==> src/rtl/instr_mem_loader_pkg.sv <==
// Shared types and constants for the instruction-memory loader: FSM states,
// stream framing constants and the default memory depth.
package instr_mem_loader_pkg;

  localparam int HDR_WIDTH           = 16;
  localparam int BYTES_PER_WORD      = 4;
  localparam int DEPTH_WORDS_DEFAULT = 256;
  localparam int BYTE_CNT_W          = $clog2(BYTES_PER_WORD);

  typedef enum logic [2:0] {
    S_IDLE   = 3'd0,
    S_HDR_HI = 3'd1,
    S_HDR_LO = 3'd2,
    S_DATA   = 3'd3,
    S_WRITE  = 3'd4,
    S_DONE   = 3'd5,
    S_ERR    = 3'd6
  } state_e;

  // Byte address of a word index; memory is addressed in bytes, written in words.
  function automatic logic [31:0] word_byte_addr(input logic [31:0] index);
    word_byte_addr = index * BYTES_PER_WORD;
  endfunction

endpackage

==> src/rtl/instr_mem_loader_word_assembler.sv <==
// Big-endian byte-to-word shifter with its byte counter; flags the byte that
// completes a word so the loader can issue the write on the following cycle.
module word_assembler
  import instr_mem_loader_pkg::*;
(
  input  logic        clk,
  input  logic        reset,
  input  logic        clear_i,
  input  logic        byte_valid_i,
  input  logic [7:0]  byte_i,
  output logic [31:0] word_o,
  output logic        word_done_o
);

  logic [BYTE_CNT_W-1:0] cnt_q, cnt_d;
  logic [31:0]           word_q, word_d;
  logic                  last_byte;

  assign last_byte = (cnt_q == BYTE_CNT_W'(BYTES_PER_WORD - 1));

  // First byte of a word ends up in bits [31:24] after four shifts.
  always_comb begin
    cnt_d  = cnt_q;
    word_d = word_q;
    if (clear_i) begin
      cnt_d  = '0;
      word_d = '0;
    end else if (byte_valid_i) begin
      word_d = {word_q[23:0], byte_i};
      cnt_d  = last_byte ? '0 : cnt_q + 1'b1;
    end
  end

  always_ff @(posedge clk or negedge reset) begin
    if (!reset) begin
      cnt_q  <= '0;
      word_q <= '0;
    end else begin
      cnt_q  <= cnt_d;
      word_q <= word_d;
    end
  end

  assign word_o      = word_q;
  assign word_done_o = byte_valid_i & last_byte & ~clear_i;

endmodule

==> src/rtl/instr_mem_loader.sv <==
// Boot loader: receives a length-prefixed big-endian program stream byte by
// byte and writes it word by word into instruction memory, holding the CPU meanwhile.
module instr_mem_loader
  import instr_mem_loader_pkg::*;
#(
  parameter int DEPTH_WORDS = DEPTH_WORDS_DEFAULT
) (
  input  logic        clk,
  input  logic        reset,
  input  logic        start,
  input  logic [7:0]  rx_data,
  input  logic        rx_valid,
  output logic        rx_ready,
  output logic        wr_en,
  output logic [31:0] wr_addr,
  output logic [31:0] wr_data,
  output logic        cpu_hold,
  output logic        busy,
  output logic        done,
  output logic        error
);

  localparam int                 IDX_W     = (DEPTH_WORDS > 1) ? $clog2(DEPTH_WORDS) : 1;
  localparam logic [HDR_WIDTH:0] DEPTH_LIM = (HDR_WIDTH + 1)'(DEPTH_WORDS);

  state_e                 state_q, state_d;
  logic [HDR_WIDTH-1:0]   count_q, count_d;
  logic [IDX_W-1:0]       index_q, index_d;

  logic                   accept;
  logic                   asm_clear;
  logic                   asm_valid;
  logic [31:0]            asm_word;
  logic                   asm_done;
  logic [HDR_WIDTH-1:0]   hdr_count;
  logic [HDR_WIDTH:0]     idx_next_ext;
  logic                   last_word;

  assign accept    = rx_valid & rx_ready;
  assign asm_valid = accept & (state_q == S_DATA);
  assign hdr_count = {count_q[HDR_WIDTH-1:8], rx_data};

  // Compare in header width + 1 so a full-depth load finishes without the index wrapping.
  assign idx_next_ext = (HDR_WIDTH + 1)'(index_q) + 1'b1;
  assign last_word    = (idx_next_ext == {1'b0, count_q});

  word_assembler u_word_assembler (
    .clk          (clk),
    .reset        (reset),
    .clear_i      (asm_clear),
    .byte_valid_i (asm_valid),
    .byte_i       (rx_data),
    .word_o       (asm_word),
    .word_done_o  (asm_done)
  );

  always_comb begin
    state_d   = state_q;
    count_d   = count_q;
    index_d   = index_q;
    asm_clear = 1'b0;
    case (state_q)
      S_IDLE, S_DONE, S_ERR: begin
        if (start) begin
          state_d   = S_HDR_HI;
          count_d   = '0;
          index_d   = '0;
          asm_clear = 1'b1;
        end
      end
      S_HDR_HI: begin
        if (accept) begin
          count_d[HDR_WIDTH-1:8] = rx_data;
          state_d                = S_HDR_LO;
        end
      end
      S_HDR_LO: begin
        if (accept) begin
          count_d = hdr_count;
          index_d = '0;
          if (hdr_count == '0) begin
            state_d = S_DONE;
          end else if ({1'b0, hdr_count} > DEPTH_LIM) begin
            state_d = S_ERR;
          end else begin
            state_d = S_DATA;
          end
        end
      end
      S_DATA: begin
        if (asm_done) begin
          state_d = S_WRITE;
        end
      end
      S_WRITE: begin
        if (last_word) begin
          state_d = S_DONE;
        end else begin
          index_d = index_q + 1'b1;
          state_d = S_DATA;
        end
      end
      default: state_d = S_IDLE;
    endcase
  end

  always_ff @(posedge clk or negedge reset) begin
    if (!reset) begin
      state_q <= S_IDLE;
      count_q <= '0;
      index_q <= '0;
    end else begin
      state_q <= state_d;
      count_q <= count_d;
      index_q <= index_d;
    end
  end

  // Write bus is gated so address and data read as zero outside the write cycle.
  assign wr_en    = (state_q == S_WRITE);
  assign wr_addr  = wr_en ? word_byte_addr(32'(index_q)) : '0;
  assign wr_data  = wr_en ? asm_word : '0;
  assign rx_ready = (state_q == S_HDR_HI) || (state_q == S_HDR_LO) || (state_q == S_DATA);
  assign busy     = rx_ready || (state_q == S_WRITE);
  assign done     = (state_q == S_DONE);
  assign error    = (state_q == S_ERR);
  assign cpu_hold = (state_q != S_DONE);

endmodule

==> config.mk <==
export PLATFORM = sky130hd
export DESIGN_NAME = instr_mem_loader
export DESIGN_NICKNAME = d
export VERILOG_FILES = /design/src/rtl/instr_mem_loader_pkg.sv /design/src/rtl/instr_mem_loader_word_assembler.sv /design/src/rtl/instr_mem_loader.sv
export SDC_FILE = /design/constraint.sdc
export NUM_CORES = 1
export LEC_CHECK = 0
export CAP_MARGIN = 25
export CELL_PAD_IN_SITES_DETAIL_PLACEMENT = 1
export CELL_PAD_IN_SITES_GLOBAL_PLACEMENT = 1
export CORE_UTILIZATION = 33
export DETAILED_ROUTE_END_ITERATION = 12
export PLACE_DENSITY_LB_ADDON = 0.1
export SETUP_SLACK_MARGIN = 0.15
export SLEW_MARGIN = 20
export SYNTH_ARGS = -nofsm -noshare
export SYNTH_HDL_FRONTEND = slang
export SYNTH_SLANG_ARGS = --single-unit
==> constraint.sdc <==
create_clock -name clk -period 1.7 [get_ports clk]
set_input_delay 0.255 -clock clk [delete_from_list [all_inputs] [get_ports clk]]
set_output_delay 0.255 -clock clk [all_outputs]
set_load 0.05 [all_outputs]
==> results of run 1 <==
## stage by stage
| stage | instance area, µm² | setup WS (ns) | power (W) | hold slack (ns) | setup TNS, ns |
|---|---|---|---|---|---|
| floorplan | 3830 | -0.127 | 0.00426 | -0.0406 | -0.863 |
| global placement | 5180 | -0.379 | 0.00539 | 0.298 | -5.08 |
| detailed placement | 5180 | -0.431 | 0.00549 | 0.297 | -6.30 |
| CTS | 6370 | -0.347 | 0.00888 | 0.466 | -10.54 |
| global route | 7040 | -0.650 | 0.0110 | 0.496 | -31.44 |
| finish | 7040 | -0.565 | 0.0107 | 0.422 | -28.78 |
## state kept, by name (all words and copies together) (netlist names)
name,cells
state_q,3
u_word_assembler.word_o,32
count_q,16
u_word_assembler.cnt_q,2
index_q,8
## power by group
| group | internal (W) | leakage, nW | total, W | switching, W |
|---|---|---|---|---|
| clock | 0.000716 | 0.0964 | 0.00144 | 0.000720 |
| combinational | 0.00343 | 2.01 | 0.00704 | 0.00360 |
| sequential | 0.00181 | 0.823 | 0.00222 | 0.000410 |
## layout make-up
class	count	area (µm²)	area share, %
flip-flops and latches	61	1530	21.8
well taps	136	170	2.42
repair buffers	186	2420	34.3
multi-input cells	313	2590	36.8
clock buffers	12	145	2.06
clock inverters	4	47.5	0.675
inverters	23	140	1.99
## metal layers
| layer | GRT usage (%) | up-vias | share of wire, % |
|---|---|---|---|
| met5 | 0 | - | 0 |
| met4 | 9.66 | 0 | 3.9 |
| met3 | 5.88 | 57 | 4.5 |
| met2 | 48.6 | 162 | 50 |
| met1 | 34.8 | 2082 | 42 |
| li1 | - | 1752 | - |
## final timing paths
path	start	endpoint	slack, ns	cells past startpoint
setup / recovery	count_q[13]	index_q[2]	-0.56	8
hold / removal	reset	index_q[7]	0.42	3
setup reg to reg	count_q[13]	index_q[2]	-0.56	8
hold reg to reg	count_q[11]	count_q[11]	0.55	2
max in group asynchronous	reset	index_q[0]	0.95	3
min in group clk	count_q[11]	count_q[11]	0.55	2
## cells by family (layout without fill, tap and decap cells)
group           after synthesis  in the layout
xor+xnor                     15             15
buf+inv                      73            225
mux                           4              4
compound gates               88             88
other cells                   1             24
simple gates                180            180
fa+ha+maj                     2              2
flops                        61             61
## what timing repair did
item / 4_1_cts / 5_1_grt
hold buffers: 1 / 0
gates cloned: 7 / 5
pin swaps: 35 / 28
gates resized for setup: 140 / 85
endpoints found under the setup margin: 73 / 107
buffers inserted: 31 / 21
hold endpoints to repair: 61 / 0
## cell usage after synthesis, types with 3 or more instances
cell	count
a21oi_1	42
a22o_1	8
a31oi_1	4
and3_1	34
buf_4	25
clkbuf_1	22
dfrtp_1	61
inv_1	23
nand2_1	87
nand2b_1	4
nand3_1	14
nand4_1	5
nor2_1	14
nor2b_1	3
nor3_1	7
o211ai_1	4
o21ai_0	12
o311a_1	3
o31ai_1	3
xnor2_1	8
xor2_1	7
## critical path, cell delays in order, from the launching register on
cell and delay (ns):
dfrtp_1 0.39, nor4_2 0.30, nand4_1 0.14, buf_4 0.19, nor4_4 0.33, buf_4 0.17, o2111a_2 0.30, a21boi_1 0.13
o211ai_1 0.23
==> results.toml, run 1 <==
[outcome]
outcome = "complete, but fails checks"
violations = "setup timing"

[routing]
drtAntennaViolNets = 0
drc = 0
vias = 4053
via_per_inst = 5.51
drt_iter0_drc = 248
drtPass1Iterations = 4
drt-total-wl_um = 19000
wire_per_inst_um = 25.8

[critical_path]
startpoint_type = "flip-flop"
critPathRequiredTime_ns = 1.96
endpoint_kind = "flip-flop"
cp_max_fo = 4
arrival_ns = 2.52
critPathKind = "flip-flop to flip-flop"

[clock_network]
worst_setup_hold_path_clk_slew_ns = 0.08
clock_latency_ns = 0.37
clock_path_buffers = 2
h-tree-depth = 3
cts_made_buffers = 9
root_buffer = "clkbuf_8"
cts_tree = "yes"
cts_sinks = 61

[pwr]
vdd.ir_drop.worst_v = 0.00131
power_density_nw_per_um2 = 1520
cellLeakagePower_nw = 2.93

[place]
hpwl_um = 8180
gp_congestion = 0.807
dp.cells = 654
numPortBuffers = 57

[floorplan]
core_area_um2 = 10300
die_area_um2 = 11100
placementRows = 37
die_height_um = 105
ios = 82
initial_core_util_pct = 34.1
die_x_um = 105

[global_routing]
grt_pass1_wl_um = 23900
grt_use_total_pct = 28.2
grt_pass1_vias = 4128
grt-ovfl-total = 0
antenna_found_initial = 0
grt_max_degree = 62

[yosys]
yosys.area_share.simple_pct = 24.7
synth_area_um2 = 3520
seq_area_frac_synth_pct = 43.3
synth_top_family_by_area = "simple AND/OR/NAND/NOR gates"
avgSynthCellArea_um2 = 8.31
synth-warning-count = 0
synth_top_area_share_pct = 43.3
synth_top_flop_cell = "dfrtp_1"
synth_compound_area_share_pct = 15.7
synth_area_leaders = "dfrtp_1, nand2_1, and3_1"
synth_xor_area_share_pct = 3.73
muxShareOfSynthArea_pct = 1.28
synthDistinctLibCells = 48
synth_fa_ha_area_share_pct = 0.710
synth_seq_cells = 61
postSynth.asyncResetShare_pct = 100
syn_inst = 424
synth_area_leader_cell = "dfrtp_1"
synth_edf_count = 0

[timing]
slew_viol_final = 0
hold_viol = 0
setup_viol = 107
setup_slack_ns = -0.565
rsz0062_at_grt = "true"
min_period_ns = 2.26
fmax_mhz = 442
skew_ns = 0.0208
finalCritPeriodShare_pct = 133

[cells_and_area]
diodes = 0
final_cell_mix = "nand2_1, buf_4, dfrtp_1, buf_12"
drive_gt1_share_pct = 56.9
fillers = 1039
fin_util_pct = 68.2
final_common_cell = "nand2_1"
nNetsFinal = 608
finalNonFillerCells = 735
area_delta_synth_final_pct = 99.9

[flow_run]
maxCapViolCount = 0

[worst_hold_path]
hold_path_class = "input pin to async pin"
(Power assumes the default switching activity.)
==> run 2, diff against run 1 <==
--- a/config.mk
+++ b/config.mk
@@ -8,6 +8,7 @@
 export CAP_MARGIN = 25
 export CELL_PAD_IN_SITES_DETAIL_PLACEMENT = 1
 export CELL_PAD_IN_SITES_GLOBAL_PLACEMENT = 1
+export CORE_ASPECT_RATIO = 1.4
 export CORE_UTILIZATION = 33
 export DETAILED_ROUTE_END_ITERATION = 12
 export PLACE_DENSITY_LB_ADDON = 0.1
==> results.toml, run 2 (synthesized netlist as in run 1, its figures left out) <==
[routing]
drtAntennaViolNets = 0
drc = 0
drtPass1Iterations = 4
drt-total-wl_um = 16900
drt_iter0_drc = 166
wire_per_inst_um = 23.8
via_per_inst = 5.49
vias = 3889

[timing]
min_period_ns = 2.25
setup_viol = 67
skew_ns = 0.0133
tns_ns = -11.18
slew_viol_final = 0
finalCritPeriodShare_pct = 132
fmax_mhz = 445
setup_slack_ns = -0.547
rsz0062_at_grt = "true"
fin_hold_ws_ns = 0.481
hold_viol = 0

[place]
placed_cell_area_um2 = 5190
hpwl_um = 8620
gp_congestion = 0.909
numPortBuffers = 57

[floorplan]
core_area_um2 = 10400
die_x_um = 89.3
initial_core_util_pct = 33.9
placementRows = 44
die_height_um = 124
ios = 82
die_area_um2 = 11100

[critical_path]
critical-path-slowest-cell = "dfrtp_2"
slowest_delay_ns = 0.46
critPathKind = "flip-flop to flip-flop"
startpoint_type = "flip-flop"
worst-r2r-cell-count = 7
cp-startpoint = "index_q[1]"
r2r-end = "index_q[4]"
reg2reg_setup_slack_ns = -0.55
critPathRequiredTime_ns = 1.92
arrival_ns = 2.47
crit_path_cell_trace = "ha_4 -> xor2_1 -> nor4_4 -> o2111ai_2 -> buf_6 -> o311a_1 -> o31ai_1"
critical_path.top_delay_family = "compound AO/OA/AOI/OAI gates"
cp_max_fo = 4
endpoint_kind = "flip-flop"
critPathBufInv = 1
rr_startpoint = "index_q[1]"

[pwr]
p_sw_w = 0.00425
vdd.ir_drop.worst_v = 0.000674
power_density_nw_per_um2 = 1460
p_sw_share_pct = 43.4
p_int_w = 0.00554
p_clk_share_pct = 16.9
cellLeakagePower_nw = 2.85
p_comb_share_pct = 60.5
seqPwrFrac_pct = 22.6

[global_routing]
antenna_found_initial = 0
grt_pass1_vias = 3747
grt_use_total_pct = 23.0
grt_max_degree = 62
grt-ovfl-total = 0
grt_pass1_wl_um = 19200

[clock_network]
clock_latency_ns = 0.34
root_buffer = "clkbuf_16"
cts_tree = "yes"
cts_sinks = 61
cts_made_buffers = 9
h-tree-depth = 3
clock_path_buffers = 2
worst_setup_hold_path_clk_slew_ns = 0.05

[cells_and_area]
fillers = 1076
final_common_cell = "nand2_1"
area_delta_synth_final_pct = 90.1
fin_area_um2 = 6700
diodes = 0
final_cell_mix = "nand2_1, buf_4, buf_12, dfrtp_1, and3_4"
largest_register_ff_count = 32
nNetsFinal = 583
drive_gt1_share_pct = 54.1

[flow_run]
maxCapViolCount = 0

[outcome]
outcome = "complete, but fails checks"
violations = "setup timing"

[worst_hold_path]
hold_path_class = "input pin to async pin"
## run 2: cell count changes in the layout (fill, tap and decap cells not counted), moves of 6 or more
cell / delta
clkbuf_16: +15
o21ai_1: +6
a21oi_4: -6
clkbuf_8: -9
buf_6: -10
buf_4: -15
nand2_8: -6
## run 2: power groups by stage
stage          clock [W]  sequential (W)  combinational (W)
2_1_floorplan          0         0.00203            0.00223
3_3_place_gp           0         0.00218            0.00333
3_5_place_dp           0         0.00219            0.00342
4_1_cts          0.00164         0.00218            0.00359
6_report         0.00165         0.00221            0.00592
5_1_grt          0.00171         0.00224            0.00617
## run 2: metrics by stage
stage	power [W]	util, %	setup WS [ns]	std cells
final	0.00979	64.4	-0.547	709
after global routing	0.0101	64.4	-0.655	709
after CTS	0.00741	53.3	-0.427	671
after detailed placement	0.00561	49.9	-0.489	654
after global placement	0.00551	49.9	-0.381	654
after floorplan	0.00426	-	-0.127	447
## run 2: worst max-delay path by stage
| stage | to | slack (ns) | cells past startpoint |
|---|---|---|---|
| after floorplan | state_q[1] | -0.13 | 7 |
| after global placement | index_q[6] | -0.38 | 7 |
| after detailed placement | index_q[7] | -0.49 | 7 |
| after CTS | index_q[7] | -0.43 | 7 |
| after global routing | index_q[4] | -0.66 | 7 |
| final | index_q[4] | -0.55 | 7 |
## run 2: area by class of cell
type                       instances  area [µm²]  share of cell area [%]
multi-input combinational        313        2430                    36.4
timing repair inverter             1        8.76                   0.131
tap                              138         173                    2.58
clock buffer                      10         239                    3.57
sequential                        61        1540                    22.9
timing repair buffer             160        2170                    32.4
inverter                          23         123                    1.83
clock inverter                     3        15.0                   0.224
## run 2: worst register-to-register path, delay by kind of cell, from the launching register on
kind / cells / cell delay (ns)
AOI/OAI and AO/OA: 3 / 0.65
DFF: 1 / 0.46
and+or+nand+nor: 1 / 0.36
adders and majority gates: 1 / 0.27
buffers and inverters: 1 / 0.20
xor gates and xnor gates: 1 / 0.19
## run 2: what timing repair did
item                                    in CTS  in global routing
setup buffers                                3                 23
hold endpoints to repair                    61                  0
gates resized for setup                     16                171
pin swaps                                   14                 39
hold buffers                                 1                  0
endpoints found under the setup margin     107                107
gates cloned                                 0                 15
## run 2: routing by layer
| metal | global-route usage [%] | vias to the layer above | wire length [µm] |
|---|---|---|---|
| met4 | 13.4 | 0 | 1050 |
| met5 | 0 | - | 0 |
| met1 | 24.7 | 2002 | 5850 |
| met2 | 41.1 | 126 | 9430 |
| li1 | - | 1695 | - |
| met3 | 3.18 | 66 | 571 |
